<file path="src/rtl/shifter_pkg.sv">
// shifter_pkg: shared encodings for the sequential 32-bit shifter
package shifter_pkg;
    localparam int CNT_W = 5;
    localparam logic [1:0] SEL_SLL = 2'b00;
    localparam logic [1:0] SEL_SRL = 2'b01;
    localparam logic [1:0] SEL_SRA = 2'b10;
    localparam logic [1:0] SEL_ROR = 2'b11;
    typedef enum logic [1:0] {IDLE, SHIFT, DONE} state_e;
endpackage

</file>
<file path="src/rtl/shift_step_32.sv">
// shift_step_32: one-bit-position shift or rotate of a 32-bit value
module shift_step_32
    import shifter_pkg::*;
(
    input  logic [31:0] value,
    input  logic [1:0]  op,
    output logic [31:0] shifted
);
    always_comb
        shifted = op == SEL_SLL ? {value[30:0], 1'b0} :
                  op == SEL_SRL ? {1'b0, value[31:1]} :
                  op == SEL_SRA ? {value[31], value[31:1]} :
                                  {value[0], value[31:1]};
endmodule

</file>
<file path="src/rtl/shifter_seq_32.sv">
// shifter_seq_32: multi-cycle 32-bit shifter, one bit position per clock
module shifter_seq_32
    import shifter_pkg::*;
(
    input  logic        clk,
    input  logic        rst_n,
    input  logic        start,
    input  logic [31:0] a,
    input  logic [31:0] b,
    input  logic [1:0]  select,
    output logic        busy,
    output logic        done,
    output logic [31:0] out
);
    state_e state, state_nxt;
    logic [31:0] work, stepped;
    logic [CNT_W-1:0] cnt;
    logic [1:0] op;
    logic load;
    logic unused_b;

    assign unused_b = ^b[31:CNT_W];
    assign load = start && state != SHIFT;
    assign busy = state == SHIFT;
    assign done = state == DONE;

    shift_step_32 u_step (.value(work), .op(op), .shifted(stepped));

    always_ff @(posedge clk or negedge rst_n)
        if (!rst_n) state <= IDLE;
        else state <= state_nxt;

    always_comb begin
        state_nxt = IDLE;
        if (load) state_nxt = b[CNT_W-1:0] != '0 ? SHIFT : DONE;
        else if (state == SHIFT) state_nxt = cnt == CNT_W'(1) ? DONE : SHIFT;
    end

    // out is written only on the edge that enters DONE
    always_ff @(posedge clk or negedge rst_n)
        if (!rst_n) begin
            work <= '0;
            cnt  <= '0;
            op   <= SEL_SLL;
            out  <= '0;
        end else if (load) begin
            work <= a;
            cnt  <= b[CNT_W-1:0];
            op   <= select;
            if (b[CNT_W-1:0] == '0) out <= a;
        end else if (busy) begin
            work <= stepped;
            cnt  <= cnt - CNT_W'(1);
            if (cnt == CNT_W'(1)) out <= stepped;
        end
endmodule

</file>
<file path="config.mk">
export PLATFORM = sky130hd
export DESIGN_NAME = shifter_seq_32
export DESIGN_NICKNAME = d
export VERILOG_FILES = /design/src/rtl/shifter_pkg.sv /design/src/rtl/shift_step_32.sv /design/src/rtl/shifter_seq_32.sv
export SDC_FILE = /design/constraint.sdc
export NUM_CORES = 1
export LEC_CHECK = 0
export ABC_CLOCK_PERIOD_IN_PS = 3240
export CORE_MARGIN = 3
export CORE_UTILIZATION = 53
export DETAILED_ROUTE_END_ITERATION = 6
export PLACE_DENSITY = 0.85
export SETUP_SLACK_MARGIN = 0.05
export SYNTH_ARGS = -nofsm -noshare
export SYNTH_HDL_FRONTEND = slang
export SYNTH_HIERARCHICAL = 1
export SYNTH_SLANG_ARGS = --single-unit
</file>
<file path="constraint.sdc">
create_clock -name clk -period 3.24 [get_ports clk]
set_input_delay 0.972 -clock clk [delete_from_list [all_inputs] [get_ports clk]]
set_output_delay 0.972 -clock clk [all_outputs]
set_load 0.005 [all_outputs]
</file>
==> out/qor.yml <==
run_status:
  outcome: "completed"
drt:
  drc: 0
  drt_iter0_drc: 363
  wl_per_cell_um: 17.7
  wirelength_um: 10000
  ant_nets: 0
  num_vias: 3463
  drt_pass1_iterations: 5
  viasPerCell: 6.12
final_layout:
  area_growth_pct: 23.1
  nets: 534
  drive_above_1_share_pct: 13.1
  final_cells: 566
  fillers: 565
  n_antenna_cell: 0
  fin_util_pct: 68.1
critical_path:
  ff2ff_path_depth: 6
  timing.rr.start: "cnt[1]"
  critPathArrivalTime_ns: 2.93
  cp_max_fo: 33
  critPathLaunchType: "primary input"
  cp-end-kind: "flop"
  critPathKind: "primary input to flop"
  r2r_slack_ns: 0.54
  cp-endpoint: "out[21]"
  worstSetupStartpoint: "b[2]"
  critPathRequiredTime_ns: 3.46
  r2r_end: "out[21]"
floorplanning:
  rows: 31
  fp.dieW_um: 93.5
  dieArea_sq_um: 8740
  core_sq_um: 7330
  start_util_pct: 55.4
  ios: 103
  fp.dieH_um: 93.5
yosys:
  ys_seq_area_share_pct: 45.0
  synth_commonest_cells: "dfrtp_1 (73), nand2_1 (36), clkbuf_1 (35)"
  synth_area_sq_um: 4060
  postSynthCellCount: 412
  synth-main-ff-cell: "dfrtp_1"
  synth_cell_types: 33
  yosysTopAreaCell: "dfrtp_1"
  yosysWarnings: 6
  synth_top_area_share_pct: 45.0
  synth-seq-cells: 73
  async_reset_ff_share_pct: 100
  synth_edf_count: 0
  syn_nets: 483
  synth.most_common_cell: "dfrtp_1"
  ys_top_cells_by_area: "dfrtp_1 (45%), mux2_2 (8.3%), mux2i_1 (7.9%)"
  synth_area_per_cell_sq_um: 9.85
power:
  leakagePower_nw: 2.21
  vdd_drop_max_mv: 0.429
  total_power_mw: 4.26
  power_density_nw_per_um2: 852
hold_path:
  min_path_type: "flop to flop"
placement:
  gp_congestion: 0.777
  dp.cells: 551
  hpwlAfterDp_um: 6280
  place_ws_ns: 0.215
  port_buffers: 75
global_routing:
  grt.met1_usage_pct: 32.7
  use_met2_pct: 39.1
  grt_start_max_net_pins: 74
  grt_pass1_vias: 3566
  grt-busiest-layer: "met2"
  grt-ovfl-total: 0
  met3_usage_pct: 3.86
  grtUsageTotal_pct: 24.2
  grt_pass1_wl_um: 16800
  antenna_found_initial: 0
cts:
  post_cts_buffers: 0
  clock-root-buffer: "clkbuf_8"
  htree_levels: 3
  clk_latency_ns: 0.34
  cts_buffers: 9
  numClockSinks: 73
  clkTransAtPathRegs_ns: 0.08
  cts_tree: "built"
  cts.repair.resized: 0
  clockBufferDepth: 2
  ctsHoldBuffers: 0
timing:
  rsz0062_at_grt: "no"
  finalSetupViolCount: 0
  fmax_mhz: 370
  hold_violations: 0
  finalCriticalPeriod_ns: 2.70
  max_slew_margin_pct: 15.0
  slew_viol_final: 0
  fin_crit_sh_pct: 83.4
  tightest_slew_ns: 1.27
  skew_ns: 0.0115
  final.setup.tns_ns: 0
  setup_ws_ns: 0.539
flow_run:
  maxCapViolations: 0
==> cell type report <==
class	instances	area (sq um)	area share, %
Clock inverter	5	80.1	1.60
Timing Repair Buffer	83	803	16.1
Multi-Input combinational cell	261	1890	37.9
Inverter	35	131	2.63
Tap cell	99	124	2.48
Sequential cell	73	1830	36.6
Clock buffer	10	138	2.76
==> flip-flops by register name (all words and copies together), names as in the netlist <==
name / flops
cnt: 5
out: 32
work: 32
op: 2
state: 2
==> where the power goes <==
part / internal (mW) / switching, mW
sequential: 1.32 / 0.286
clock: 0.449 / 0.332
combinational: 0.974 / 0.899
==> kinds of logic after synthesis <==
| kind of cell | Yosys count | synth area share [%] |
|---|---|---|
| and+or+nand+nor | 118 | 15.2 |
| DFF | 73 | 45.0 |
| adders and majority gates | 2 | 0.616 |
| muxes | 68 | 18.1 |
| buffers and inverters | 78 | 8.38 |
| AOI/OAI and AO/OA | 73 | 12.8 |
==> layout by cell type (no fill, tap or decap), drive strengths merged, types with 10 or more instances in the layout <==
cell type	synthesis	final
clkbuf	35	10
nor3	33	33
mux2i	32	32
inv	35	35
dfrtp	73	73
clkdlybuf4s50	0	73
buf	8	10
mux2	36	36
nor4	32	32
a311oi	32	32
nand2	36	36
o21ai	33	33
==> layer usage <==
| layer | vias up | part of all wire, % |
|---|---|---|
| met3 | 9 | 5.9 |
| met1 | 1692 | 44 |
| li1 | 1620 | - |
| met2 | 142 | 49 |
| met5 | - | 0 |
| met4 | 0 | 0.84 |
==> worst min-delay path by stage <==
stage / startpoint / endpoint / depth (start not counted)
after floorplan: cnt[0] / cnt[0] / 1
after global placement: out[6] / out[6] / 2
after detailed placement: out[24] / out[24] / 2
after CTS: out[11] / out[11] / 2
after global routing: out[12] / out[12] / 2
final: out[19] / out[19] / 2
==> critical path, cell delays in order <==
cell	delay, ns
clkdlybuf4s50_1	0.44
or4b_1	0.54
or3_1	0.32
buf_4	0.25
a311oi_1	0.37
==> per-stage QoR <==
step           instance area, sq um  hold slack [ns]
2_1_floorplan                  4060            0.510
3_3_place_gp                   4780            0.529
3_5_place_dp                   4780            0.535
4_1_cts                        4990            0.549
5_1_grt                        4990            0.568
6_report                       4990            0.549
Note: power is estimated with default switching activity, not from simulation.
